File: config.mk
export PLATFORM = sky130hd
export DESIGN_NAME = chunk_add
export DESIGN_NICKNAME = d
export VERILOG_FILES = /design/src/rtl/chunk_add.sv
export SDC_FILE = /design/constraint.sdc
export NUM_CORES = 1
export LEC_CHECK = 0
export ABC_AREA = 1
export CORE_MARGIN = 4
export CORE_UTILIZATION = 31
export DETAILED_ROUTE_END_ITERATION = 10
export GPL_ROUTABILITY_DRIVEN = 0
export GPL_TIMING_DRIVEN = 0
export PLACE_DENSITY_LB_ADDON = 0.25
export SETUP_SLACK_MARGIN = 0.4
export SLEW_MARGIN = 0
export SYNTH_ARGS = -nofsm -noshare
export SYNTH_HDL_FRONTEND = slang
export SYNTH_SLANG_ARGS = --single-unit
File: constraint.sdc
create_clock -name clk -period 3.6 [get_ports clk]
set_clock_uncertainty 0.1 [all_clocks]
set_input_delay 0.36 -clock clk [delete_from_list [all_inputs] [get_ports clk]]
set_output_delay 0.36 -clock clk [all_outputs]
set_load 0.01 [all_outputs]
File: src/rtl/chunk_add.sv
// Multi-cycle adder/subtractor: adds CHUNK bits per clock, LSB chunk first,
// and publishes z/c_out/ovf/zero together when the last chunk completes.
module chunk_add #(
  parameter int WIDTH = 32,
  parameter int CHUNK = 8
) (
  input  logic             clk,
  input  logic             rst,
  input  logic             start,
  input  logic             sub,
  input  logic [WIDTH-1:0] x,
  input  logic [WIDTH-1:0] y,
  input  logic             c_in,
  output logic             busy,
  output logic             done,
  output logic [WIDTH-1:0] z,
  output logic             c_out,
  output logic             ovf,
  output logic             zero
);

  localparam int N  = WIDTH / CHUNK;
  localparam int IW = (N > 1) ? $clog2(N) : 1;

  typedef enum logic [1:0] {
    IDLE = 2'd0,
    RUN  = 2'd1,
    DONE = 2'd2
  } state_t;

  state_t           state_q, state_d;
  logic [WIDTH-1:0] a_q, a_d;
  logic [WIDTH-1:0] b_q, b_d;
  logic [WIDTH-1:0] sum_q, sum_d;
  logic             carry_q, carry_d;
  logic [IW-1:0]    idx_q, idx_d;
  logic [WIDTH-1:0] z_q, z_d;
  logic             c_out_q, c_out_d;
  logic             ovf_q, ovf_d;
  logic             zero_q, zero_d;

  logic [CHUNK:0]   chunk_s;
  logic [WIDTH-1:0] sum_next_s;
  logic             last_s;

  // The carry into the MSB is recovered from the MSB sum bit (s = a ^ b ^ cin).
  function automatic logic ovf_f(input logic cout, input logic a_msb,
                                 input logic b_msb, input logic s_msb);
    return cout ^ (a_msb ^ b_msb ^ s_msb);
  endfunction

  // Chunk adder on the low chunk of the shifting operands; sum fills from the top.
  always_comb begin
    chunk_s    = {1'b0, a_q[CHUNK-1:0]} + {1'b0, b_q[CHUNK-1:0]} + {{CHUNK{1'b0}}, carry_q};
    sum_next_s = (sum_q >> CHUNK) | (WIDTH'(chunk_s[CHUNK-1:0]) << (WIDTH - CHUNK));
    last_s     = (idx_q == IW'(N - 1));
  end

  // Next-state and datapath update.
  always_comb begin
    state_d = state_q;
    a_d     = a_q;
    b_d     = b_q;
    sum_d   = sum_q;
    carry_d = carry_q;
    idx_d   = idx_q;
    z_d     = z_q;
    c_out_d = c_out_q;
    ovf_d   = ovf_q;
    zero_d  = zero_q;
    case (state_q)
      IDLE: begin
        if (start) begin
          state_d = RUN;
          a_d     = x;
          b_d     = sub ? ~y : y;
          carry_d = sub ? 1'b1 : c_in;
          idx_d   = {IW{1'b0}};
          sum_d   = {WIDTH{1'b0}};
        end else begin
          state_d = IDLE;
        end
      end
      RUN: begin
        a_d     = a_q >> CHUNK;
        b_d     = b_q >> CHUNK;
        carry_d = chunk_s[CHUNK];
        sum_d   = sum_next_s;
        idx_d   = idx_q + IW'(1);
        if (last_s) begin
          state_d = DONE;
          idx_d   = {IW{1'b0}};
          z_d     = sum_next_s;
          c_out_d = chunk_s[CHUNK];
          ovf_d   = ovf_f(chunk_s[CHUNK], a_q[CHUNK-1], b_q[CHUNK-1], chunk_s[CHUNK-1]);
          zero_d  = (sum_next_s == {WIDTH{1'b0}});
        end else begin
          state_d = RUN;
        end
      end
      DONE: begin
        state_d = IDLE;
      end
      default: begin
        state_d = IDLE;
      end
    endcase
  end

  // State and datapath registers.
  always_ff @(posedge clk or posedge rst) begin
    if (rst) begin
      state_q <= IDLE;
      a_q     <= {WIDTH{1'b0}};
      b_q     <= {WIDTH{1'b0}};
      sum_q   <= {WIDTH{1'b0}};
      carry_q <= 1'b0;
      idx_q   <= {IW{1'b0}};
      z_q     <= {WIDTH{1'b0}};
      c_out_q <= 1'b0;
      ovf_q   <= 1'b0;
      zero_q  <= 1'b0;
    end else begin
      state_q <= state_d;
      a_q     <= a_d;
      b_q     <= b_d;
      sum_q   <= sum_d;
      carry_q <= carry_d;
      idx_q   <= idx_d;
      z_q     <= z_d;
      c_out_q <= c_out_d;
      ovf_q   <= ovf_d;
      zero_q  <= zero_d;
    end
  end

  assign busy  = (state_q != IDLE);
  assign done  = (state_q == DONE);
  assign z     = z_q;
  assign c_out = c_out_q;
  assign ovf   = ovf_q;
  assign zero  = zero_q;

endmodule

==> results.yml <==
status:
  status: "complete, no violations"
synthesis:
  syn_nets: 712
  synth_most_common_cell: "nand2_1"
  synth.area.top_cells: "dfrtp_1 (54%), nand2_1 (9.5%), inv_1 (5.1%), xnor2_1 (4.7%), o21ai_0 (3.5%)"
  synthDistinctLibCells: 29
  synth.top_cells.by_count: "nand2_1 (149), dfrtp_1 (128), inv_1 (81), o21ai_0 (41), xnor2_1 (32)"
  synth_edf_count: 0
  yosys_warnings: 0
  syn_area_sq_um: 5900
  async_flop_share: 1.00
  syn_area_per_cell_sq_um: 9.33
  syn_inst: 633
  yosys.area.top_type: "dfrtp_1"
  ys_seq_elements: 128
  yosysSeqAreaShare: 0.542
  ys.flop_type: "dfrtp_1"
  synth_top_area_share: 0.542
cts:
  worstSkewPairLatency_ns: 0.42
  root_buffer: "clkbuf_16"
  post-cts-setup-buffers: 0
  cts_num_sinks: 128
  post_cts_resized: 0
  clkSlewWorstSetupHoldPaths_ns: 0.05
  cts_buffers: 17
  htree_levels: 4
  ctsHoldBuffers: 0
  cts_tree: "done"
  clockBufferDepth: 2
floorplan:
  die_w_um: 146
  start_util: 0.316
  boundaryPins: 106
  die-area_sq_um: 21300
  die_y_um: 146
  design.core.area_sq_um: 18700
  rows: 50
place:
  dpl.hpwl_um: 12200
  port_buffers: 103
power:
  peakVddDrop_uv: 377
  p_leak_nw: 3.55
  power_density_nw_per_um2: 967
  p_total_mw: 7.63
drt:
  viasPerCell: 4.74
  ant_nets: 0
  first_pass_iters: 4
  vias: 4753
  drc: 0
  wire_per_inst_um: 16.1
  drtIter0Drc: 261
  drt_wl_total_um: 16200
global_routing:
  grt_pass1_vias: 4952
  grt_usage: 0.158
  globalRouteMet1Util: 0.212
  grt-busiest-layer: "met2"
  met3_usage: 0.0320
  grt_max_degree: 41
  met2_usage: 0.254
  gr-total-overflow: 0
  grt_first_pass_wirelength_um: 26400
  antenna_found_initial: 0
layout:
  drive_gt1_frac: 0.0884
  area.growth.synth_to_final_pct: 33.7
  num_antenna_cells: 0
  num-nets-final: 837
  fill_cells: 1848
timing:
  worst_slew_pin_slew_ns: 0.637
  drv_slew: 0
  post-route-min-period_ns: 2.25
  fmax_ghz: 0.445
  rsz0062_at_grt: "no"
  setup-violations-final: 0
  fin_setup_tns_ns: 0
  period_share: 0.625
  hold_viol_final: 0
  relSlewSlack: 0.575
min_path:
  worstHoldPathType: "in2async"
setup_path:
  cp_data_required_time_ns: 3.81
  cp.arrival_ns: 2.46
  cp-start-kind: "register"
  crit_path_frequent_cell: "nand2_1"
  rrSetupSlack_ns: 1.35
  path_cells: "inv_1, fa_1, fa_1, inv_1, nand3_1, nand2_1, nand2_1, nand2_1, nand2_1, nand2_1, nor2_1, nand2_1, nand2_1"
  r2r-start: "a_q[0]"
  path_max_fanout: 3
  max_stage_delay_ns: 0.47
  crit_type: "reg2reg"
  crit_slowest_cell: "fa_1"
  endpoint_kind: "register"
  worstSetupStartpoint: "a_q[0]"
flow_run:
  maxCapViolCount: 0
[stage by stage]
step	setup slack (ns)	area (sq um)	instances	hold WS (ns)	utilization
finish	1.35	7900	1003	0.213	0.422
global route	1.15	7900	1003	0.238	0.422
CTS	1.35	7900	1003	0.217	0.422
global placement	0.269	7230	970	0.364	0.387
detailed placement	1.36	7290	973	0.371	0.390
floorplan	1.56	5910	633	0.352	-
[registers in the layout, summed over array words and instances (netlist names)]
signal and flops:
a_q 32, b_q 32, c_out 1, carry_q 1
idx_q 2, ovf 1, state_q 2, sum_q 24
z 32, zero 1
[cells in the final DEF (no fill, tap or decap), types with 2 or more instances in the layout]
master,instances
clkinvlp_4,4
clkdlybuf4s50_1,103
o21ai_0,41
o221ai_1,13
a21oi_1,5
inv_2,3
a221oi_2,10
nor2_1,23
clkbuf_16,17
fa_1,2
bufinv_16,3
buf_12,3
ha_1,8
clkbuf_8,3
buf_2,15
o22ai_1,21
nor2_4,2
clkbuf_1,19
nor3_1,24
inv_1,80
dfrtp_1,128
nand2_1,149
o211ai_1,12
clkinv_2,3
nand4_1,2
o31ai_1,3
xnor2_1,32
a221oi_1,14
nand3_1,18
buf_6,2
[kinds of logic after synthesis]
logic type / synth area share
AO/OA/AOI/OAI: 0.149
AND/OR/NAND/NOR: 0.155
buffers and inverters: 0.0826
XOR/XNOR: 0.0475
flip-flops: 0.542
adder cells (fa/ha/maj): 0.0237
[path summary, 6_finish.rpt]
check	endpoint	cells past startpoint
max	zero	13
max reg2reg	zero	13
min reg2reg	z[10]	2
min	a_q[26]	2
min in group clk	a_q[28]	3
max in group asynchronous	z[15]	4
[final cells by class]
class                   instances  area, sq um  area share
multi-input cells             384         2210       0.280
repair buffers                106         1090       0.138
well taps                     234          293      0.0371
clock inverters                10          136      0.0173
flip-flops and latches        128         3200       0.406
plain buffers                  37          173      0.0219
clock buffers                  20          467      0.0591
inverters                      84          319      0.0404
[power breakdown]
part | switching [mW] | internal, mW
Sequential | 0.317 | 2.09
Combinational | 2.07 | 1.39
Clock | 0.631 | 1.13
[worst max-delay path, delay by kind of cell (launching register included)]
kind	cells	cell delay, ns
DFF	1	0.32
adders and majority gates	2	0.86
buffers and inverters	2	0.18
and+or+nand+nor	9	0.67
[per-layer routing]
layer  share of wire  vias to the layer above
li1                -                     2353
met1            0.47                     2272
met2            0.47                      105
met3           0.033                       23
met4           0.019                        0
met5               0                        -
Power figures use the tool's default switching activity.
